$ cat src/rtl/ysyx_23060203_csr_pkg.sv
// M-mode CSR package: CSR addresses, mstatus bit positions, exception codes.
// Shared by the writeback/CSR stage, its counter sub-block and the bench.
// Pure definitions, no logic.
package ysyx_23060203_csr_pkg;

  localparam logic [11:0] CSR_MSTATUS   = 12'h300;
  localparam logic [11:0] CSR_MTVEC     = 12'h305;
  localparam logic [11:0] CSR_MSCRATCH  = 12'h340;
  localparam logic [11:0] CSR_MEPC      = 12'h341;
  localparam logic [11:0] CSR_MCAUSE    = 12'h342;
  localparam logic [11:0] CSR_MCYCLE    = 12'hB00;
  localparam logic [11:0] CSR_MINSTRET  = 12'hB02;
  localparam logic [11:0] CSR_MCYCLEH   = 12'hB80;
  localparam logic [11:0] CSR_MINSTRETH = 12'hB82;
  localparam logic [11:0] CSR_MVENDORID = 12'hF11;
  localparam logic [11:0] CSR_MARCHID   = 12'hF12;

  localparam int MSTATUS_MIE    = 3;
  localparam int MSTATUS_MPIE   = 7;
  localparam int MSTATUS_MPP_LO = 11;
  localparam int MSTATUS_MPP_HI = 12;

  typedef enum logic [3:0] {
    CAUSE_INSN_MISALIGN  = 4'd0,
    CAUSE_INSN_FAULT     = 4'd1,
    CAUSE_ILLEGAL_INSN   = 4'd2,
    CAUSE_BREAKPOINT     = 4'd3,
    CAUSE_LOAD_MISALIGN  = 4'd4,
    CAUSE_LOAD_FAULT     = 4'd5,
    CAUSE_STORE_MISALIGN = 4'd6,
    CAUSE_STORE_FAULT    = 4'd7,
    CAUSE_ECALL_U        = 4'd8,
    CAUSE_ECALL_S        = 4'd9,
    CAUSE_ECALL_M        = 4'd11
  } exc_cause_e;

endpackage

$ cat src/rtl/ysyx_23060203_wbu_csr_if.sv
// EXU -> WBU retire bundle: one instruction result per valid/ready handshake.
// Latency: wires only.
// Backpressure: the WBU drops in_ready for the cycle that follows a flushing insn.
interface ysyx_23060203_wbu_csr_if #(
  parameter int XLEN = 32
);
  logic            in_valid;
  logic            in_ready;
  logic [XLEN-1:0] in_pc;
  logic [4:0]      in_gpr_waddr;
  logic [XLEN-1:0] in_gpr_wdata;
  logic            in_csr_wen;
  logic [11:0]     in_csr_waddr;
  logic [XLEN-1:0] in_csr_wdata;
  logic            in_exc;
  logic [3:0]      in_cause;
  logic            in_ret;
  logic            in_fencei;

  modport master (
    output in_valid, in_pc, in_gpr_waddr, in_gpr_wdata, in_csr_wen, in_csr_waddr,
           in_csr_wdata, in_exc, in_cause, in_ret, in_fencei,
    input  in_ready
  );

  modport slave (
    input  in_valid, in_pc, in_gpr_waddr, in_gpr_wdata, in_csr_wen, in_csr_waddr,
           in_csr_wdata, in_exc, in_cause, in_ret, in_fencei,
    output in_ready
  );
endinterface

$ cat src/rtl/ysyx_23060203_csr_counter.sv
// 64-bit performance counter with independent low/high half write ports.
// Latency: one cycle from inc or write to the new value.
// Backpressure: none; a half write replaces that half and suppresses the increment.
module ysyx_23060203_csr_counter (
  input  logic        clock,
  input  logic        reset,
  input  logic        inc,
  input  logic        wen_lo,
  input  logic        wen_hi,
  input  logic [31:0] wdata,
  output logic [63:0] value
);

  // Software writes win over counting; the 64-bit sum wraps naturally.
  always_ff @(posedge clock or posedge reset) begin
    if (reset) begin
      value <= 64'd0;
    end else if (wen_lo) begin
      value[31:0] <= wdata;
    end else if (wen_hi) begin
      value[63:32] <= wdata;
    end else if (inc) begin
      value <= value + 64'd1;
    end
  end

endmodule

$ cat src/rtl/ysyx_23060203_wbu_csr.sv
// Writeback/retire stage: commits GPR writes, owns the M-mode CSR file, redirects the CSU.
// Latency: GPR write combinational with accept; CSR update and flush take effect next cycle.
// Backpressure: in_ready is low during the flush cycle, so the wrong-path slot is never taken.
module ysyx_23060203_wbu_csr
  import ysyx_23060203_csr_pkg::*;
#(
  parameter int          XLEN         = 32,
  parameter logic [31:0] RESET_MTVEC  = 32'h3000_0000,
  parameter bit          HAS_COUNTERS = 1'b1,
  parameter logic [31:0] MVENDORID    = 32'h7973_7978,
  parameter logic [31:0] MARCHID      = 32'h015f_deeb
) (
  input  logic                  clock,
  input  logic                  reset,
  ysyx_23060203_wbu_csr_if.slave exu,
  output logic                  gpr_wen,
  output logic [4:0]            gpr_waddr,
  output logic [XLEN-1:0]       gpr_wdata,
  input  logic [11:0]           csr_raddr,
  output logic [XLEN-1:0]       csr_rdata,
  output logic                  cs_flush,
  output logic [XLEN-1:0]       cs_dnpc,
  output logic                  fencei
);

  if (XLEN != 32) begin : g_xlen_check
    $error("ysyx_23060203_wbu_csr supports XLEN == 32 only");
  end

  logic            accept;
  logic            do_trap;
  logic            do_ret;
  logic            do_csr;
  logic            flush_req;
  logic [3:0]      trap_cause;

  logic [XLEN-1:0] mtvec;
  logic [XLEN-1:0] mepc;
  logic [XLEN-1:0] mcause;
  logic [XLEN-1:0] mscratch;
  logic            mie;
  logic            mpie;
  logic            fencei_r;

  logic [63:0]     mcycle_q;
  logic [63:0]     minstret_q;
  logic            wr_mcycle;
  logic            wr_mcycleh;
  logic            wr_minstret;
  logic            wr_minstreth;
  logic [XLEN-1:0] mstatus_rd;

  assign exu.in_ready = ~cs_flush;
  assign accept       = exu.in_valid & exu.in_ready;

  // Exception beats mret beats CSR write; ebreak shows up as exc+ret and traps with cause 3.
  assign do_trap    = accept & exu.in_exc;
  assign do_ret     = accept & ~exu.in_exc & exu.in_ret;
  assign do_csr     = accept & ~exu.in_exc & ~exu.in_ret & exu.in_csr_wen;
  assign trap_cause = exu.in_ret ? CAUSE_BREAKPOINT : exu.in_cause;
  assign flush_req  = accept & (exu.in_csr_wen | exu.in_exc | exu.in_ret | exu.in_fencei);

  assign gpr_wen   = accept & ~exu.in_exc & (exu.in_gpr_waddr != 5'd0);
  assign gpr_waddr = exu.in_gpr_waddr;
  assign gpr_wdata = exu.in_gpr_wdata;

  assign wr_mcycle    = do_csr & (exu.in_csr_waddr == CSR_MCYCLE);
  assign wr_mcycleh   = do_csr & (exu.in_csr_waddr == CSR_MCYCLEH);
  assign wr_minstret  = do_csr & (exu.in_csr_waddr == CSR_MINSTRET);
  assign wr_minstreth = do_csr & (exu.in_csr_waddr == CSR_MINSTRETH);

  // Trap entry, mret and software writes to the architectural CSRs.
  always_ff @(posedge clock or posedge reset) begin
    if (reset) begin
      mtvec    <= RESET_MTVEC;
      mepc     <= '0;
      mcause   <= '0;
      mscratch <= '0;
      mie      <= 1'b0;
      mpie     <= 1'b0;
    end else if (do_trap) begin
      mepc   <= exu.in_pc;
      mcause <= {{(XLEN-4){1'b0}}, trap_cause};
      mpie   <= mie;
      mie    <= 1'b0;
    end else if (do_ret) begin
      mie  <= mpie;
      mpie <= 1'b1;
    end else if (do_csr) begin
      case (exu.in_csr_waddr)
        CSR_MSTATUS: begin
          mie  <= exu.in_csr_wdata[MSTATUS_MIE];
          mpie <= exu.in_csr_wdata[MSTATUS_MPIE];
        end
        CSR_MTVEC:    mtvec    <= {exu.in_csr_wdata[XLEN-1:2], 2'b00};
        CSR_MEPC:     mepc     <= {exu.in_csr_wdata[XLEN-1:2], 2'b00};
        CSR_MCAUSE:   mcause   <= exu.in_csr_wdata;
        CSR_MSCRATCH: mscratch <= exu.in_csr_wdata;
        default: ;
      endcase
    end
  end

  if (HAS_COUNTERS) begin : g_counters
    ysyx_23060203_csr_counter u_mcycle (
      .clock  (clock),
      .reset  (reset),
      .inc    (1'b1),
      .wen_lo (wr_mcycle),
      .wen_hi (wr_mcycleh),
      .wdata  (exu.in_csr_wdata),
      .value  (mcycle_q)
    );

    ysyx_23060203_csr_counter u_minstret (
      .clock  (clock),
      .reset  (reset),
      .inc    (accept & ~exu.in_exc),
      .wen_lo (wr_minstret),
      .wen_hi (wr_minstreth),
      .wdata  (exu.in_csr_wdata),
      .value  (minstret_q)
    );
  end else begin : g_no_counters
    assign mcycle_q   = 64'd0;
    assign minstret_q = 64'd0;
  end

  // Redirect is registered; the target is captured from the CSR state seen by the retiring insn.
  always_ff @(posedge clock or posedge reset) begin
    if (reset) begin
      cs_flush <= 1'b0;
      fencei_r <= 1'b0;
      cs_dnpc  <= '0;
    end else begin
      cs_flush <= flush_req;
      fencei_r <= accept & exu.in_fencei;
      if (flush_req) begin
        cs_dnpc <= exu.in_exc ? mtvec :
                   exu.in_ret ? mepc  :
                   exu.in_pc + XLEN'(4);
      end
    end
  end

  assign fencei = cs_flush & fencei_r;

  // Combinational read port; a same-cycle write is not forwarded (the flush hides it).
  always_comb begin
    mstatus_rd = '0;
    mstatus_rd[MSTATUS_MIE]  = mie;
    mstatus_rd[MSTATUS_MPIE] = mpie;
    mstatus_rd[MSTATUS_MPP_HI:MSTATUS_MPP_LO] = 2'b11;

    csr_rdata = '0;
    case (csr_raddr)
      CSR_MSTATUS:   csr_rdata = mstatus_rd;
      CSR_MTVEC:     csr_rdata = mtvec;
      CSR_MEPC:      csr_rdata = mepc;
      CSR_MCAUSE:    csr_rdata = mcause;
      CSR_MSCRATCH:  csr_rdata = mscratch;
      CSR_MCYCLE:    csr_rdata = mcycle_q[31:0];
      CSR_MCYCLEH:   csr_rdata = mcycle_q[63:32];
      CSR_MINSTRET:  csr_rdata = minstret_q[31:0];
      CSR_MINSTRETH: csr_rdata = minstret_q[63:32];
      CSR_MVENDORID: csr_rdata = MVENDORID;
      CSR_MARCHID:   csr_rdata = MARCHID;
      default:       csr_rdata = '0;
    endcase
  end

endmodule

$ cat src/flat_wrapper.sv
// flat-port wrapper written by rule: the top's interface ports become plain ports
module ysyx_23060203_wbu_csr_flat import ysyx_23060203_csr_pkg::*;
#(
  parameter int          XLEN         = 32,
  parameter logic [31:0] RESET_MTVEC  = 32'h3000_0000,
  parameter bit          HAS_COUNTERS = 1'b1,
  parameter logic [31:0] MVENDORID    = 32'h7973_7978,
  parameter logic [31:0] MARCHID      = 32'h015f_deeb
)
  (clock, reset, gpr_wen, gpr_waddr, gpr_wdata, csr_raddr, csr_rdata, cs_flush, cs_dnpc, fencei, exu_in_valid, exu_in_pc, exu_in_gpr_waddr, exu_in_gpr_wdata, exu_in_csr_wen, exu_in_csr_waddr, exu_in_csr_wdata, exu_in_exc, exu_in_cause, exu_in_ret, exu_in_fencei, exu_in_ready);
  ysyx_23060203_wbu_csr_if #(.XLEN(XLEN)) exu_i ();
  input  logic clock;
  input  logic reset;
  output logic gpr_wen;
  output logic [4:0] gpr_waddr;
  output logic [XLEN-1:0] gpr_wdata;
  input  logic [11:0] csr_raddr;
  output logic [XLEN-1:0] csr_rdata;
  output logic cs_flush;
  output logic [XLEN-1:0] cs_dnpc;
  output logic fencei;
  input wire logic [$bits(exu_i.in_valid)-1:0] exu_in_valid;
  input wire logic [$bits(exu_i.in_pc)-1:0] exu_in_pc;
  input wire logic [$bits(exu_i.in_gpr_waddr)-1:0] exu_in_gpr_waddr;
  input wire logic [$bits(exu_i.in_gpr_wdata)-1:0] exu_in_gpr_wdata;
  input wire logic [$bits(exu_i.in_csr_wen)-1:0] exu_in_csr_wen;
  input wire logic [$bits(exu_i.in_csr_waddr)-1:0] exu_in_csr_waddr;
  input wire logic [$bits(exu_i.in_csr_wdata)-1:0] exu_in_csr_wdata;
  input wire logic [$bits(exu_i.in_exc)-1:0] exu_in_exc;
  input wire logic [$bits(exu_i.in_cause)-1:0] exu_in_cause;
  input wire logic [$bits(exu_i.in_ret)-1:0] exu_in_ret;
  input wire logic [$bits(exu_i.in_fencei)-1:0] exu_in_fencei;
  output wire logic [$bits(exu_i.in_ready)-1:0] exu_in_ready;
  assign exu_i.in_valid = exu_in_valid;
  assign exu_i.in_pc = exu_in_pc;
  assign exu_i.in_gpr_waddr = exu_in_gpr_waddr;
  assign exu_i.in_gpr_wdata = exu_in_gpr_wdata;
  assign exu_i.in_csr_wen = exu_in_csr_wen;
  assign exu_i.in_csr_waddr = exu_in_csr_waddr;
  assign exu_i.in_csr_wdata = exu_in_csr_wdata;
  assign exu_i.in_exc = exu_in_exc;
  assign exu_i.in_cause = exu_in_cause;
  assign exu_i.in_ret = exu_in_ret;
  assign exu_i.in_fencei = exu_in_fencei;
  assign exu_in_ready = exu_i.in_ready;
  ysyx_23060203_wbu_csr #(.XLEN(XLEN), .RESET_MTVEC(RESET_MTVEC), .HAS_COUNTERS(HAS_COUNTERS), .MVENDORID(MVENDORID), .MARCHID(MARCHID)) u_core (.clock(clock), .reset(reset), .exu(exu_i), .gpr_wen(gpr_wen), .gpr_waddr(gpr_waddr), .gpr_wdata(gpr_wdata), .csr_raddr(csr_raddr), .csr_rdata(csr_rdata), .cs_flush(cs_flush), .cs_dnpc(cs_dnpc), .fencei(fencei));
endmodule
$ cat config.mk
export PLATFORM = sky130hd
export DESIGN_NAME = ysyx_23060203_wbu_csr_flat
export DESIGN_NICKNAME = d
export VERILOG_FILES = /design/src/rtl/ysyx_23060203_csr_pkg.sv /design/src/rtl/ysyx_23060203_wbu_csr_if.sv /design/src/rtl/ysyx_23060203_csr_counter.sv /design/src/rtl/ysyx_23060203_wbu_csr.sv /design/src/flat_wrapper.sv
export SDC_FILE = /design/constraint.sdc
export NUM_CORES = 1
export LEC_CHECK = 0
export CAP_MARGIN = 20
export CELL_PAD_IN_SITES_DETAIL_PLACEMENT = 0
export CELL_PAD_IN_SITES_GLOBAL_PLACEMENT = 1
export CORE_MARGIN = 4
export CORE_UTILIZATION = 35
export DETAILED_ROUTE_END_ITERATION = 7
export DONT_BUFFER_PORTS = 1
export PLACE_DENSITY = 0.59
export REMOVE_ABC_BUFFERS = 1
export SYNTH_ARGS = -nofsm -noshare
export SYNTH_HDL_FRONTEND = slang
export SYNTH_SLANG_ARGS = --single-unit
$ cat constraint.sdc
create_clock -name clock -period 10.3 [get_ports clock]
set_clock_uncertainty 0.15 [all_clocks]
set_input_delay 1.03 -clock clock [delete_from_list [all_inputs] [get_ports clock]]
set_output_delay 1.03 -clock clock [all_outputs]
set_load 0.02 [all_outputs]
==> summary.txt <==
Status
  – Status: finished, final reports clean

Yosys
  – Syn Area/Cell: 8.48 µm²
  – Share of the synthesized area in the top cell type: 40.8%
  – Post-synthesis mux area share: 4.92%
  – Adder-cell area share of the yosys netlist: 0.212%
  – Simple-gate portion of the synthesized area: 23.2%
  – Cell variety after synth: 72
  – Syn Inst Count: 2,083
  – Post-synthesis compound-gate area fraction: 22.8%
  – Combinational family with the most area after synthesis: simple AND/OR/NAND/NOR gates
  – Top cells by area, synth: dfrtp_1 41%, nand2_1 6.6%, a22oi_1 4.4%
  – Largest area contributor in the synthesized netlist: dfrtp_1
  – Mapped cell area: 0.0177 mm²
  – Post-synthesis xor/xnor area fraction: 2.08%
  – YS warnings: 0
  – Predominant post-synthesis flop cell: dfrtp_1
  – Post-synthesis sequential area ratio: 41.1%
  – Flops & latches, synth: 290
  – Post-synth EDFFs: 0
  – Fraction of registers with async set/reset: 100%

STA
  – Final count of pins violating max slew: 0
  – Fin crit period: 4.73 ns
  – Max Freq: 211 MHz
  – Worst-Margin Slew: 1.22 ns
  – Hold Fails Final Rpt: 0
  – RSZ-0062 raised after global routing: no
  – Crit share post-route: 46.0%
  – Worst setup margin: 5.57 ns
  – Worst hold margin: 0.306 ns
  – Final setup violation count: 0
  – Post-Route Setup TNS: 0 ns
  – Max-slew headroom: 17.5%

Floorplanning
  – Core area: 0.0501 mm²
  – Die area: 0.0541 mm²
  – Initial core utilization: 35.3%
  – Num ports: 241
  – DIE WIDTH: 233 µm
  – Row count: 82
  – Die Ht: 233 µm

Worst setup path
  – CP Cell Sequence: nor4b_1 > nand2_1 > buf_4 > nor2_2 > buf_4 > a222oi_1 > nand3_1
  – CP max stage cell: nor4b_1
  – Worst r2r src: u_core.cs_flush
  – CP endpoint kind: output pin
  – Instance count on the critical path: 7
  – CP dominant cell by count: buf_4
  – Setup Crit Path Kind: primary input to output pin
  – Cells on worst reg2reg path: 6
  – R2R Setup Slk: 6.71 ns
  – CP delay by family, top: simple AND/OR/NAND/NOR gates
  – Worst Path Arrival: 3.55 ns
  – Startpoint types: primary input
  – Required @ worst endpoint: 9.12 ns
  – Slowest stage delay, CP: 0.72 ns
  – Worst path bufs/invs: 2
  – CP Max Fanout: 22
  – CP endpoint: csr_rdata[4]
  – R2r endpoint: u_core.g_counters.u_minstret.value[8]
  – Critical path launch point: csr_raddr[7]

Power and ir drop
  – Internal power: 2.05 mW
  – Sw Ratio: 28.5%
  – VDD IR max: 0.0943 mV
  – Reg power frac: 47.2%
  – Clock group share of total power: 45.7%
  – Combinational share of power: 7.1%
  – Sw Pwr: 0.818 mW
  – PD cells: 149 mW/mm²
  – Pwr Total: 2.87 mW
  – LEAKAGE: 7.56 nW

Final layout
  – Nets: 2,113
  – Commonest non-fill, non-tap cells in the layout: 312 x nand2_1, 288 x dfrtp_1, 154 x a21oi_1, 145 x o21ai_0, 126 x nor2_1
  – Most common cell after layout, fill and taps aside: nand2_1
  – Layout cell share with drive strength beyond 1: 10.1%
  – Post-route cell area: 0.0192 mm²
  – # fillers: 5,180
  – Antenna cells: 0
  – Area Overhead vs Synth: 8.70%

Placed design
  – Placed cell area: 0.0180 mm²
  – RD Place Congestion: 0.917
  – Port Buffers: 0
  – Dpl hpwl: 58.9 mm
  – Setup WS pre-CTS: 5.62 ns

Clock network
  – # Post-CTS Setup Buffers: 0
  – # hold bufs at CTS: 0
  – Worst-path clk slew: 0.06 ns
  – Clock sink total: 290
  – Clock root buffer master: clkbuf_16
  – CTS tree: done
  – Total number of H-tree levels: 2
  – Clock buffer depth: 3
  – Post-CTS sizing: 0
  – CTS Buf Count: 38
  – Clock latency on the worst-skew pair: 0.57 ns

Routing
  – Via/cell ratio: 6.52
  – Initial DRT Pass Iterations: 8
  – Post-Route WL: 85.2 mm
  – WL/cell: 31.9 µm
  – Via count: 17,400
  – DRC viols: 0
  – Iteration-0 DRC count of the detailed router: 2,145
  – ANT nets after route: 0

Global route
  – Initial antenna violation count: 3
  – GRT Residual Overflow: 0
  – Vias in the first global route: 16,200
  – First-pass GRT wire length: 121 mm
  – Overall routing resource usage: 30.8%
  – Pin count of the biggest net entering global routing: 119

Run
  – MaxCap Viol Count: 0

Hold path
  – Worst min-delay path class: primary input to async pin
flip-flops by register name, summed over array words and instances (netlist names):
name                                cells
u_core.mepc                            32
u_core.cs_dnpc                         32
u_core.mscratch                        32
u_core.mie                              1
u_core.mtvec                           30
u_core.cs_flush                         1
u_core.g_counters.u_mcycle.value       64
u_core.fencei_r                         1
u_core.mpie                             1
u_core.mcause                          32
u_core.g_counters.u_minstret.value     64
power groups by stage:
stage          Sequential [mW]  Clock, mW  Combinational, mW
6_report                  1.35       1.31              0.204
3_3_place_gp              1.37          0              0.202
4_1_cts                   1.35       1.33              0.206
5_1_grt                   1.36       1.37              0.230
2_1_floorplan             1.31          0              0.147
3_5_place_dp              1.37          0              0.205
stage by stage:
step                util, %  std cells
detailed placement     36.0       2606
global placement       36.0       2606
global route           38.4       2669
floorplan                 -       1896
finish                 38.4       2669
CTS                    38.4       2669
kinds of logic (layout without fill, tap and decap cells):
kind of cell / after synthesis / in the layout
DFF: 290 / 290
adders and majority gates: 3 / 3
AOI/OAI and AO/OA: 620 / 620
and+or+nand+nor: 830 / 830
buffers and inverters: 219 / 133
xor gates and xnor gates: 42 / 42
muxes: 79 / 79
cell usage after synthesis (6+ instances only):
| cell type | n |
|---|---|
| nand2_1 | 312 |
| dfrtp_1 | 288 |
| a21oi_1 | 154 |
| o21ai_0 | 147 |
| nor2_1 | 139 |
| nand3_1 | 121 |
| clkbuf_1 | 119 |
| a22oi_1 | 104 |
| mux2_2 | 63 |
| nand4_1 | 57 |
| a221oi_1 | 50 |
| and3_1 | 41 |
| buf_4 | 38 |
| a31oi_1 | 35 |
| inv_1 | 31 |
| nor3_1 | 29 |
| xnor2_1 | 29 |
| and2_1 | 24 |
| buf_2 | 21 |
| and4_1 | 17 |
| o211ai_1 | 17 |
| o22ai_1 | 17 |
| mux2i_1 | 16 |
| nor4_1 | 14 |
| o311ai_0 | 14 |
| xor2_1 | 13 |
| a221o_1 | 11 |
| nor3b_1 | 10 |
| or3_1 | 10 |
| or4_1 | 10 |
| a222oi_1 | 7 |
| buf_1 | 7 |
| o31ai_1 | 7 |
| nand2b_1 | 6 |
| nor4b_1 | 6 |
| o22a_1 | 6 |
worst register-to-register path: cells and delay by family (launching register included):
| kind | cells | cell delay (ns) |
|---|---|---|
| DFF | 1 | 0.50 |
| AOI/OAI and AO/OA | 2 | 0.33 |
| and+or+nand+nor | 4 | 2.50 |
worst min path at each step:
stage	endpoint	cells after the start
2_1_floorplan	u_core.mepc[12]	2
3_3_place_gp	u_core.mscratch[23]	1
3_5_place_dp	u_core.mscratch[2]	1
4_1_cts	u_core.mscratch[26]	1
5_1_grt	u_core.cs_dnpc[1]	1
6_report	u_core.cs_dnpc[1]	1
metal layers:
| layer | global-route usage, % | up-vias | wire length (µm) |
|---|---|---|---|
| li1 | - | 7500 | - |
| met1 | 42.7 | 8829 | 36100 |
| met2 | 44.8 | 898 | 36600 |
| met3 | 9.29 | 175 | 8690 |
| met5 | 0.184 | - | 0 |
| met4 | 12.2 | 0 | 3890 |
layout make-up:
type / count / area, µm² / area share [%]
flip-flops and latches: 290 / 7260 / 37.8
clock inverters: 8 / 45.0 / 0.234
well taps: 672 / 841 / 4.38
multi-input cells: 1574 / 9510 / 49.5
clock buffers: 55 / 1140 / 5.93
repair buffers: 38 / 285 / 1.49
inverters: 32 / 128 / 0.664
Power figures use the tool's default switching activity.
